`src/rtl/tictac_pkg.sv`:
```
// Shared codes for the tic-tac-toe referee: outcomes, cell values,
// cell indices, FSM states and a board cell accessor.
package tictac_pkg;

  localparam int NUM_CELLS = 9;
  localparam int NUM_LINES = 8;

  typedef enum logic [2:0] {
    IN_PROGRESS = 3'd0,
    P1_WIN      = 3'd1,
    P1_LOSE     = 3'd2,
    TIE         = 3'd3
  } outcome_e;

  typedef enum logic [1:0] {
    EMPTY = 2'b00,
    P1    = 2'b01,
    P2    = 2'b10
  } cell_e;

  localparam logic [3:0] A1 = 4'd1;
  localparam logic [3:0] A2 = 4'd2;
  localparam logic [3:0] A3 = 4'd3;
  localparam logic [3:0] B1 = 4'd4;
  localparam logic [3:0] B2 = 4'd5;
  localparam logic [3:0] B3 = 4'd6;
  localparam logic [3:0] C1 = 4'd7;
  localparam logic [3:0] C2 = 4'd8;
  localparam logic [3:0] C3 = 4'd9;

  typedef enum logic [2:0] {
    S_IDLE,
    S_LOOKUP,
    S_REJECT,
    S_WRITE,
    S_SCAN,
    S_RESOLVE
  } state_e;

  // Cell k (1..9) lives at bits [2k-1:2k-2]; others read as empty.
  function automatic logic [1:0] cell_at(
    input logic [17:0] b,
    input logic [3:0]  k
  );
    logic [1:0] r;
    r = EMPTY;
    for (int i = 1; i <= NUM_CELLS; i++)
      if (k == 4'(i)) r = b[2*i-2 +: 2];
    return r;
  endfunction

endpackage

```
`src/rtl/line_table.sv`:
```
// Winning-line table: line index 0..7 -> three cell indices.
// Order: rows A,B,C; columns 1,2,3; diagonals A1-B2-C3, A3-B2-C1.
module line_table
  import tictac_pkg::*;
(
  input  logic [2:0] idx,
  output logic [3:0] c0,
  output logic [3:0] c1,
  output logic [3:0] c2
);

  always_comb begin
    c0 = A1;
    c1 = A2;
    c2 = A3;
    unique case (idx)
      3'd0: begin c0 = A1; c1 = A2; c2 = A3; end
      3'd1: begin c0 = B1; c1 = B2; c2 = B3; end
      3'd2: begin c0 = C1; c1 = C2; c2 = C3; end
      3'd3: begin c0 = A1; c1 = B1; c2 = C1; end
      3'd4: begin c0 = A2; c1 = B2; c2 = C2; end
      3'd5: begin c0 = A3; c1 = B3; c2 = C3; end
      3'd6: begin c0 = A1; c1 = B2; c2 = C3; end
      3'd7: begin c0 = A3; c1 = B2; c2 = C1; end
      default: ;
    endcase
  end

endmodule

```
`src/rtl/move_judge.sv`:
```
// Tic-tac-toe referee: validates and records moves, then scans lines.
// Ports: clk, rst (async low), clear, move_req, move[3:0], player[1:0]
//   -> busy, done, valid, outcome[2:0], move_count[3:0], board[17:0].
// Build option: EARLY_EXIT_EN ends the line scan at the first match.
module move_judge
  import tictac_pkg::*;
(
  input  logic        clk,
  input  logic        rst,
  input  logic        clear,
  input  logic        move_req,
  input  logic [3:0]  move,
  input  logic [1:0]  player,
  output logic        busy,
  output logic        done,
  output logic        valid,
  output logic [2:0]  outcome,
  output logic [3:0]  move_count,
  output logic [17:0] board
);

  state_e      state;
  state_e      nxt;
  logic [3:0]  mv;
  logic [1:0]  pl;
  logic [2:0]  line_idx;
  logic        win_flag;
  logic [3:0]  c0, c1, c2;
  logic        hit;
  logic        illegal;
  logic [17:0] board_wr;
  logic        busy_d;
  logic        done_d;
  logic        valid_d;
  logic [2:0]  outcome_d;

  line_table u_lines (
    .idx (line_idx),
    .c0  (c0),
    .c1  (c1),
    .c2  (c2)
  );

  assign hit = (cell_at(board, c0) == pl)
            && (cell_at(board, c1) == pl)
            && (cell_at(board, c2) == pl);

  assign illegal = (mv == 4'd0) || (mv > 4'd9)
                || (pl == 2'b00) || (pl == 2'b11)
                || (cell_at(board, mv) != EMPTY)
                || (outcome != IN_PROGRESS);

  always_comb begin
    board_wr = board;
    for (int i = 1; i <= NUM_CELLS; i++)
      if (mv == 4'(i)) board_wr[2*i-2 +: 2] = pl;
  end

  always_ff @(posedge clk or negedge rst) begin
    if (!rst)       state <= S_IDLE;
    else if (clear) state <= S_IDLE;
    else            state <= nxt;
  end

  always_comb begin
    nxt = state;
    unique case (state)
      S_IDLE:    if (move_req) nxt = S_LOOKUP;
      S_LOOKUP:  nxt = illegal ? S_REJECT : S_WRITE;
      S_REJECT:  nxt = S_IDLE;
      S_WRITE:   nxt = S_SCAN;
`ifdef EARLY_EXIT_EN
      S_SCAN:    if (hit || line_idx == 3'd7) nxt = S_RESOLVE;
`else
      S_SCAN:    if (line_idx == 3'd7) nxt = S_RESOLVE;
`endif
      S_RESOLVE: nxt = S_IDLE;
      default:   nxt = S_IDLE;
    endcase
  end

  // Registered outputs are decoded from the state being entered.
  always_comb begin
    busy_d  = (nxt == S_LOOKUP) || (nxt == S_WRITE)
           || (nxt == S_SCAN);
    done_d  = (nxt == S_REJECT) || (nxt == S_RESOLVE);
    valid_d = (nxt == S_RESOLVE);
    // The final scanned line is folded in here, not via win_flag.
    if (win_flag || hit)
      outcome_d = (pl == P1) ? P1_WIN : P1_LOSE;
    else if (move_count == 4'd9)
      outcome_d = TIE;
    else
      outcome_d = IN_PROGRESS;
  end

  always_ff @(posedge clk or negedge rst) begin
    if (!rst) begin
      busy       <= 1'b0;
      done       <= 1'b0;
      valid      <= 1'b0;
      outcome    <= IN_PROGRESS;
      move_count <= 4'd0;
      board      <= '0;
      mv         <= 4'd0;
      pl         <= 2'b00;
      line_idx   <= 3'd0;
      win_flag   <= 1'b0;
    end else if (clear) begin
      busy       <= 1'b0;
      done       <= 1'b0;
      valid      <= 1'b0;
      outcome    <= IN_PROGRESS;
      move_count <= 4'd0;
      board      <= '0;
      line_idx   <= 3'd0;
      win_flag   <= 1'b0;
    end else begin
      busy  <= busy_d;
      done  <= done_d;
      valid <= valid_d;
      if (state == S_IDLE && move_req) begin
        mv <= move;
        pl <= player;
      end
      if (state == S_WRITE) begin
        board      <= board_wr;
        move_count <= move_count + 4'd1;
        line_idx   <= 3'd0;
        win_flag   <= 1'b0;
      end
      if (state == S_SCAN) begin
        line_idx <= line_idx + 3'd1;
        if (hit) win_flag <= 1'b1;
        if (nxt == S_RESOLVE) outcome <= outcome_d;
      end
    end
  end

endmodule

```
`config.mk`:
```
export PLATFORM = sky130hd
export DESIGN_NAME = move_judge
export DESIGN_NICKNAME = d
export VERILOG_FILES = /design/src/rtl/tictac_pkg.sv /design/src/rtl/line_table.sv /design/src/rtl/move_judge.sv
export SDC_FILE = /design/constraint.sdc
export NUM_CORES = 1
export LEC_CHECK = 0
export ABC_AREA = 1
export BUFFER_PORTS_ARGS = -buffer_cell sky130_fd_sc_hd__buf_2
export CORE_UTILIZATION = 63
export DETAILED_ROUTE_END_ITERATION = 10
export GPL_ROUTABILITY_DRIVEN = 1
export PLACE_DENSITY = 0.93
export SLEW_MARGIN = 15
export SYNTH_ARGS = -nofsm -noshare
export SYNTH_HDL_FRONTEND = slang
export SYNTH_HIERARCHICAL = 1
export SYNTH_SLANG_ARGS = --single-unit
```
`constraint.sdc`:
```
create_clock -name clk -period 6.35 [get_ports clk]
set_input_delay 0.9525 -clock clk [delete_from_list [all_inputs] [get_ports clk]]
set_output_delay 0.9525 -clock clk [all_outputs]
set_load 0.03 [all_outputs]
```
==> results.json, run 1 <==
{
  "vias": 3073,
  "routed_via_density": 5.81,
  "synth_edf_count": 0,
  "cts_root_buf": "clkbuf_8",
  "regToRegSetupSlack_ps": 3500,
  "cts.clk_slew.worst_paths_ps": 70,
  "ys_top_cells_by_area": "dfrtp_1 (34%), nand2_1 (14%), inv_1 (9.0%)",
  "initial_core_util_pct": 66.4,
  "synthDistinctLibCells": 39,
  "worstRegToRegCells": 22,
  "crit_chain": "inv_1, ha_1, inv_1, nand2_1, nand2_1, inv_2, nor2_2, inv_2, nor2_1, nand2_1, nand2_1, nand4_1, nand2_1, nand2_1, nand2_1, nand2_1, nor2_2, nand2_2, nand2_1, nand2_1, nand3_1, nand2_1",
  "setup-tns-final_ps": 0,
  "drt_iter0_markers": 233,
  "grt_pass1_wl_um": 12700,
  "synth_commonest_cells": "nand2_1 (106), inv_1 (70), nor2_1 (58), dfrtp_1 (40), nand3_1 (36)",
  "die_h_um": 70.2,
  "syn_inst": 442,
  "place_congestion": 1.03,
  "tightestPinTransition_ps": 847,
  "path_max_fanout": 10,
  "final_nets": 497,
  "cp.required_ps": 6540,
  "async_flop_share_pct": 100,
  "utilization_pct": 73.2,
  "yosysWarnings": 6,
  "ir_worst_vdd_v": 0.000190,
  "first_global_vias": 2746,
  "synth_fp_nets": 463,
  "tritoncts": "done",
  "die-area_sq_mm": 0.00493,
  "grt_max_degree": 41,
  "worst_path_max_delay_cell": "dfrtp_1",
  "slowest_delay_ps": 520,
  "syn_area_per_cell_sq_um": 6.63,
  "powerDensity_mw_per_mm2": 209,
  "ys_seq_area_share_pct": 34.1,
  "finalHoldViolations": 0,
  "hold_path_end": "outcome[0]",
  "p_leak_nw": 1.66,
  "cts_max_level": 2,
  "min_path_type": "reg2reg",
  "drc": 0,
  "synth.most_common_cell": "nand2_1",
  "endpoint_kind": "flip-flop",
  "routedWlPerCell_um": 14.6,
  "fmax_ghz": 0.351,
  "ys.flop_type": "dfrtp_1",
  "hold_depth": 2,
  "period_share_pct": 44.9,
  "hold_buffers": 0,
  "slew_viol_final": 0,
  "outcome": "finished clean",
  "fin_crit_ps": 2850,
  "grtUsageTotal_pct": 33.0,
  "setup_viol": 0,
  "ctsResizeCount": 0,
  "cts.sinks": 40,
  "hold_start": "outcome[0]",
  "worst_path_most_repeated_cell": "nand2_1",
  "fp-row-count": 24,
  "overflow": 0,
  "routed_wl_um": 7700,
  "syn_area_sq_mm": 0.00293,
  "r2r_end": "outcome[0]",
  "grt_setup_unrepaired": "false",
  "die_w_um": 70.2,
  "io_pins": 38,
  "ys_seq_elements": 40,
  "slew_headroom_pct": 43.5,
  "cp.arrival_ps": 3040,
  "diodes": 0,
  "synth_top_area_share_pct": 34.1,
  "setup.worst_path.class": "reg2reg",
  "syn2layout_area_growth_pct": 10.2,
  "fp.coreArea_sq_mm": 0.00441,
  "yosys.area.top_type": "dfrtp_1",
  "antenna_found_initial": 0,
  "cts_setup_buffers": 0,
  "antenna_left": 0,
  "r2r_start": "line_idx[0]",
  "cp-start-kind": "flip-flop",
  "worst_clock_skew_ps": 7.58,
  "drt-pass1-iter-count": 5,
  "hpwl_um": 5900,
  "drive_gt1_share_pct": 13.8,
  "clk_latency_ps": 290,
  "max-cap-violations": 0,
  "cts_buffer_depth": 2,
  "io_buffers": 36,
  "cts_buffers": 5
}
cell usage in the layout, fill, tap and decap left out, drive strengths merged:
master | Yosys | final
nor2 | 63 | 63
inv | 77 | 77
ha | 11 | 11
dfrtp | 40 | 40
a22o | 2 | 2
nand4 | 19 | 19
and2 | 1 | 1
or2 | 1 | 1
a221oi | 1 | 1
and3 | 1 | 1
clkbuf | 4 | 6
nor3 | 12 | 12
o31ai | 1 | 1
a211o | 1 | 1
nand3 | 38 | 38
a21oi | 15 | 15
conb | 2 | 2
o21a | 1 | 1
o211ai | 5 | 5
o2111ai | 1 | 1
o21ai | 24 | 24
o22ai | 2 | 2
a211oi | 1 | 1
bufinv | 0 | 1
nand2 | 110 | 110
xor2 | 1 | 1
nor4 | 2 | 2
o32ai | 1 | 1
buf | 5 | 36
clkinv | 0 | 1
worst max-delay path by stage:
stage	startpoint	endpoint	cells after the start
2_1_floorplan	line_idx[0]	outcome[1]	19
4_1_cts	line_idx[0]	outcome[0]	19
3_5_place_dp	line_idx[0]	outcome[1]	22
6_report	line_idx[0]	outcome[0]	22
5_1_grt	line_idx[0]	outcome[1]	19
3_3_place_gp	line_idx[0]	outcome[1]	19
kinds of logic (layout without fill, tap and decap cells):
| logic type | Yosys count | after routing | share of synthesized area, % |
|---|---|---|---|
| and+or+nand+nor | 247 | 247 | 37.7 |
| buffers and inverters | 86 | 121 | 11.9 |
| AOI/OAI and AO/OA | 55 | 55 | 10.9 |
| DFF | 40 | 40 | 34.1 |
| adders and majority gates | 11 | 11 | 4.69 |
| other | 2 | 2 | 0.256 |
| xor gates and xnor gates | 1 | 1 | 0.299 |
sequential cells by signal, indices dropped and copies added, names as in the netlist:
signal	count
line_idx	3
valid	1
busy	1
pl	2
win_flag	1
mv	4
board	18
move_count	4
state	3
done	1
outcome	2
worst max-delay path, delay by kind of cell (launching register included):
family                   cells  cell delay [ps]
AND/OR/NAND/NOR             17             1590
flip-flops                   1              520
buffers and inverters        4              400
adder cells (fa/ha/maj)      1              250
per-stage QoR:
step,setup WS (ps),instance area (sq um),hold WS (ps),instances,total power [mW]
finish,3500,3230,521,529,0.676
global route,3180,3230,553,529,0.707
CTS,3570,3230,522,529,0.673
detailed placement,3590,3120,495,521,0.474
global placement,3700,3120,513,521,0.470
floorplan,4000,2930,516,442,0.421
layer usage:
layer | wire [um] | part of all wire [%] | vias up | GRT usage (%)
li1 | - | - | 1497 | -
met5 | 0 | 0 | - | 0
met1 | 3110 | 40 | 1383 | 42.4
met4 | 286 | 3.7 | 0 | 15.1
met3 | 652 | 8.5 | 36 | 6.20
met2 | 3660 | 47 | 157 | 54.1
where the power goes:
group	switching, mW	internal [mW]	total, mW
registers	0.0365	0.277	0.313
clock network	0.0854	0.117	0.202
logic	0.113	0.0477	0.161
layout make-up:
| type | instances | area (sq um) |
|---|---|---|
| multi-input combinational | 316 | 1580 |
| fill | 358 | 1180 |
| sequential | 40 | 1000 |
| inverter | 77 | 297 |
| timing repair buffer | 36 | 180 |
| clock buffer | 6 | 72.6 |
| tap | 52 | 65.1 |
| clock inverter | 2 | 35.0 |
Power figures use the tool's default switching activity.
==> inputs of run 2 (changes only) <==
- ABC_AREA: 1 -> 0
- CORE_UTILIZATION: 63 -> 58
- PLACE_DENSITY: 0.93 -> 0.87
- clock period: 6.35 -> 3 ns (I/O delays scaled with it)
==> run 2 against run 1 <==
The flow now finishes with violations (negative setup slack). Setup slack worse by 3600 ps. Sequential power is 100% higher. Combinational power is 74% higher. Power is 87% higher. Worst hold slack worse by 260 ps. Area after synthesis is 0.64% lower. Design area is 12% higher. Highest routed layer unchanged.
==> results.json, run 2 <==
{
  "outcome": "finished with violations",
  "violations": "negative setup slack",
  "antenna_found_initial": 0,
  "fp.coreArea_sq_mm": 0.00479,
  "syn_area_per_cell_sq_um": 9.19,
  "cp-start-kind": "flip-flop",
  "first_global_vias": 2609,
  "grtUsageTotal_pct": 31.2,
  "routed_wl_um": 8120,
  "cts.clk_slew.worst_paths_ps": 80,
  "tightestPinTransition_ps": 868,
  "largest_reg_flops": 18,
  "slew_viol_final": 0,
  "ys_seq_area_share_pct": 34.4,
  "worst_path_max_delay_cell": "a2111o_1",
  "overflow": 0,
  "ys_top_cells_by_area": "dfrtp_1 (34%), mux2i_1 (11%), ha_1 (4.7%)",
  "cts_root_buf": "clkbuf_8",
  "synthDistinctLibCells": 59,
  "io_pins": 38,
  "syn_area_sq_mm": 0.00291,
  "yosysWarnings": 6,
  "final_common_cell": "dfrtp_1",
  "endpoint_kind": "flip-flop",
  "setup_viol": 3,
  "slowest_delay_ps": 410,
  "syn_inst": 317,
  "synth.most_common_cell": "dfrtp_1",
  "powerDensity_mw_per_mm2": 349,
  "grt_setup_unrepaired": "true",
  "worst_slack_ps": -139,
  "min_path_type": "in2async",
  "place_congestion": 0.984,
  "slew_headroom_pct": 42.1,
  "clk_latency_ps": 300,
  "ys.flop_type": "dfrtp_1",
  "synth_commonest_cells": "dfrtp_1 (40), nor2_1 (34), mux2i_1 (31), nand2_1 (24), a21oi_1 (15)",
  "die_h_um": 72.9,
  "top_regs": "board: 18 flops, move_count: 4 flops, mv: 4 flops",
  "final_nets": 394,
  "diodes": 0,
  "fin_worst_hold_slack_ps": 260,
  "vias": 2799,
  "cts_max_level": 2,
  "cts.sinks": 40,
  "hpwl_um": 5190,
  "async_flop_share_pct": 100,
  "synth_edf_count": 0,
  "cp.arrival_ps": 3340,
  "path_max_fanout": 5,
  "synth_fp_nets": 338,
  "die_w_um": 72.9,
  "antenna_left": 0,
  "crit_chain": "buf_6, inv_6, buf_6, ha_2, mux2_4, mux2_4, a22o_4, a2111oi_4, a21oi_2, nand4_1, buf_4, buf_4, a21oi_4, a2111o_1, o311ai_2",
  "fill_cells": 305,
  "grt_max_degree": 41,
  "drc": 0,
  "synth_top_area_share_pct": 34.4,
  "period_share_pct": 105,
  "cts_buffer_depth": 2,
  "cp.required_ps": 3200,
  "syn2layout_area_growth_pct": 24.1,
  "fp-row-count": 25,
  "utilization_pct": 75.6,
  "tritoncts": "done",
  "routed_via_density": 6.35,
  "die-area_sq_mm": 0.00531,
  "regMostFlops": "board",
  "yosys.area.top_type": "dfrtp_1",
  "finalHoldViolations": 0,
  "place_ws_ps": -199,
  "drt-pass1-iter-count": 5,
  "drive_gt1_share_pct": 34.0,
  "p_leak_nw": 1.67,
  "initial_core_util_pct": 60.9,
  "cts_buffers": 5,
  "final_cell_mix": "dfrtp_1 (39), buf_2 (36), nor2_1 (33)",
  "fmax_ghz": 0.319,
  "fin_crit_ps": 3140,
  "ys_seq_elements": 40,
  "setup.worst_path.class": "reg2reg",
  "drt_iter0_markers": 268,
  "grt_pass1_wl_um": 12600,
  "multi_input_area_sq_mm": 0.00189,
  "routedWlPerCell_um": 18.4,
  "ir_worst_vdd_v": 0.000345,
  "regArea_sq_mm": 0.00100,
  "max-cap-violations": 0,
  "worst_clock_skew_ps": 11.0,
  "io_buffers": 36
}
## run 2: metal layers
layer	GRT usage, %	vias to the layer above	share of wire (%)
li1	-	1247	-
met1	39.9	1327	39
met2	51.6	174	49
met3	5.52	51	7.7
met4	14.4	0	4.6
met5	0	-	0
## run 2: area by class of cell
cell class / count / share of cell area (%)
flip-flops and latches: 40 / 27.7
well taps: 67 / 2.32
inverters: 12 / 1.45
repair buffers: 73 / 13.9
multi-input cells: 241 / 52.3
clock buffers: 7 / 2.11
clock inverters: 1 / 0.242
## run 2: cells by family (layout without fill, tap and decap cells)
logic type      count (synthesis)  after routing  share of synthesized area [%]
other cells                     2              2                          0.258
simple gates                  117            117                           21.1
buf+inv                        36             93                           6.01
compound gates                 61             61                           14.6
fa+ha+maj                      11             11                           4.73
mux                            45             45                           17.5
xor+xnor                        5              5                           1.50
flops                          40             40                           34.4
## run 2: metrics by stage
stage          instances  cell area (sq um)  setup TNS (ps)  power, mW
2_1_floorplan        317               2940               0      0.813
3_3_place_gp         422               3280           -98.7      0.874
3_5_place_dp         422               3280            -545      0.881
4_1_cts              439               3560            -107       1.24
5_1_grt              441               3620            -663       1.32
6_report             441               3620            -376       1.26
## run 2: final timing paths
path / startpoint / to / slack (ps) / cells after the start
setup / recovery: line_idx[1] / outcome[0] / -140 / 15
hold / removal: rst / move_count[2] / 260 / 1
max in group asynchronous: rst / line_idx[0] / 2150 / 1
setup reg to reg: line_idx[1] / outcome[0] / -140 / 15
hold reg to reg: outcome[0] / outcome[0] / 530 / 2
min in group clk: player[0] / pl[0] / 380 / 3
## run 2: what timing repair did
item	4_1_cts	5_1_grt
cloned	1	0
endpoints found under the setup margin	3	3
resized for setup	25	9
pin swaps	12	8
hold buffers	0	0
setup buffers	8	2
## run 2: worst max-delay path, delay by kind of cell, from the launching register on
family / cells / cell delay [ps]
compound gates: 6 / 1260
fa+ha+maj: 1 / 160
buf+inv: 5 / 500
flops: 1 / 390
mux: 2 / 610
simple gates: 1 / 120
## run 2: report_power, final
group | internal, mW | switching [mW]
clock network | 0.166 | 0.183
registers | 0.566 | 0.0668
logic | 0.127 | 0.154
total | 0.858 | 0.403
==> inputs of run 3 (changes only) <==
- CTS_CLUSTER_DIAMETER: unset -> 120
- SLEW_MARGIN: 15 -> unset
- clock period: 3 -> 3.5 ns (I/O delays scaled with it)
==> run 3 against run 2 <==
The flow now finishes without violations. Sequential share of layout area is 3.7 points higher. Maximum frequency shrank 4.5%. Wire length shrank 13%. Sequential power down 12%. Clock power decreased by 15%. Final cell count decreased by 7.3%. Count of clock-buffer cells in the layout fell by 2. Worst hold slack improved by 95 ps.
==> results.json, run 3 (synthesis gave the netlist of run 2 again) <==
{
  "initial_core_util_pct": 60.9,
  "finalHoldViolations": 0,
  "grt_max_degree": 41,
  "setup_viol": 0,
  "r2r_end": "outcome[0]",
  "worstRegToRegCells": 11,
  "drt-pass1-iter-count": 5,
  "io_buffers": 36,
  "cts_buffers": 5,
  "hpwl_um": 4870,
  "die-area_sq_mm": 0.00531,
  "fp.coreArea_sq_mm": 0.00479,
  "cts_max_level": 2,
  "cp-start-kind": "flip-flop",
  "tightestPinTransition_ps": 902,
  "worst_clock_skew_ps": 6.27,
  "diodes": 0,
  "final_cells": 409,
  "period_share_pct": 93.9,
  "r2r_start": "line_idx[1]",
  "endpoint_kind": "flip-flop",
  "routed_via_density": 6.28,
  "largest_reg_flops": 18,
  "outcome": "finished clean",
  "drc": 0,
  "routed_wl_um": 7080,
  "cts.clk_slew.worst_paths_ps": 80,
  "cts_buffer_depth": 2,
  "antenna_found_initial": 0,
  "cp.arrival_ps": 3440,
  "die_h_um": 72.9,
  "clk_latency_ps": 300,
  "crit_start": "line_idx[1]",
  "overflow": 0,
  "first_global_vias": 2317,
  "fill_cells": 376,
  "cp.required_ps": 3660,
  "grt_setup_unrepaired": "false",
  "drive_gt1_share_pct": 21.6,
  "endpoint": "outcome[0]",
  "p_leak_nw": 1.47,
  "grt_pass1_wl_um": 11400,
  "drt_iter0_markers": 258,
  "fmax_ghz": 0.304,
  "place_inst": 402,
  "cts.sinks": 40,
  "ir_worst_vdd_v": 0.000265,
  "fp-row-count": 25,
  "top_regs": "board: 18 flops, move_count: 4 flops, mv: 4 flops",
  "antenna_left": 0,
  "setup-tns-final_ps": 0,
  "powerDensity_mw_per_mm2": 327,
  "fin_crit_ps": 3290,
  "tritoncts": "done",
  "final_common_cell": "dfrtp_1",
  "path_max_fanout": 7,
  "max-cap-violations": 0,
  "io_pins": 38,
  "cts_setup_buffers": 0,
  "min_path_type": "in2async",
  "die_w_um": 72.9,
  "slew_viol_final": 0,
  "final_cell_mix": "dfrtp_1 (40), buf_2 (36), nor2_1 (34)",
  "grtUsageTotal_pct": 28.4,
  "regToRegSetupSlack_ps": 210,
  "slew_headroom_pct": 39.9,
  "setup.worst_path.class": "reg2reg",
  "vias": 2567,
  "syn2layout_area_growth_pct": 9.24,
  "place_congestion": 0.942,
  "cts_root_buf": "clkbuf_8",
  "final_nets": 363,
  "routedWlPerCell_um": 17.3,
  "regMostFlops": "board"
}
-- run 3: cell count changes in the layout (fill, tap and decap cells not counted), sizes merged --
cell / before / now
buf: 73 / 42
clkbuf: 7 / 5
clkinvlp: 0 / 1
-- run 3: power breakdown --
group	total, mW	internal (mW)	switching [mW]
Sequential	0.559	0.484	0.0747
Combinational	0.183	0.0802	0.103
Clock	0.298	0.135	0.163
-- run 3: critical path, stage by stage, from the launching register on --
cell and delay, ps:
dfrtp_1 450, inv_1 170, ha_1 230, mux2_4 320, mux2_4 310, a22o_1 190
a2111oi_2 380, a21oi_1 100, or4_1 500, a21oi_2 220, a2111o_1 200, o311ai_2 100
-- run 3: how the worst min path moves through the flow --
stage	start	endpoint	slack, ps	depth (start not counted)
after floorplan	rst	board[0]	230	0
after global placement	outcome[1]	outcome[1]	520	2
after detailed placement	outcome[1]	outcome[1]	500	2
after CTS	rst	mv[1]	380	1
after global routing	rst	move_count[3]	430	1
final	rst	mv[1]	360	1
-- run 3: what timing repair did --
item                       in CTS  in global routing
setup endpoints to repair       0                  1
hold buffers                    0                  0
gates resized for setup         0                  3
-- run 3: cell type report --
type / instances / area, sq um / area share [%]
flip-flops and latches: 40 / 1000 / 31.5
multi-input cells: 241 / 1750 / 54.9
clock buffers: 5 / 68.8 / 2.16
inverters: 12 / 45.0 / 1.42
repair buffers: 42 / 225 / 7.08
clock inverters: 2 / 12.5 / 0.393
well taps: 67 / 83.8 / 2.63
-- run 3: stage by stage --
stage	hold slack, ps	util (%)	area (sq um)	setup slack [ps]	total power [mW]
finish	355	66.5	3180	212	1.04
global route	434	66.5	3180	12.5	1.09
CTS	376	66.3	3170	216	1.04
detailed placement	499	64.6	3090	237	0.746
global placement	517	64.6	3090	317	0.737
floorplan	229	-	2910	180	0.695
-- run 3: routing by layer --
layer	vias up	wire length, um	track usage (%)	part of all wire, %
met2	137	3340	44.2	47
met5	-	0	0	0
met1	1222	2990	39.1	42
li1	1181	-	-	-
met4	0	193	12.4	2.7
met3	27	549	4.70	7.8
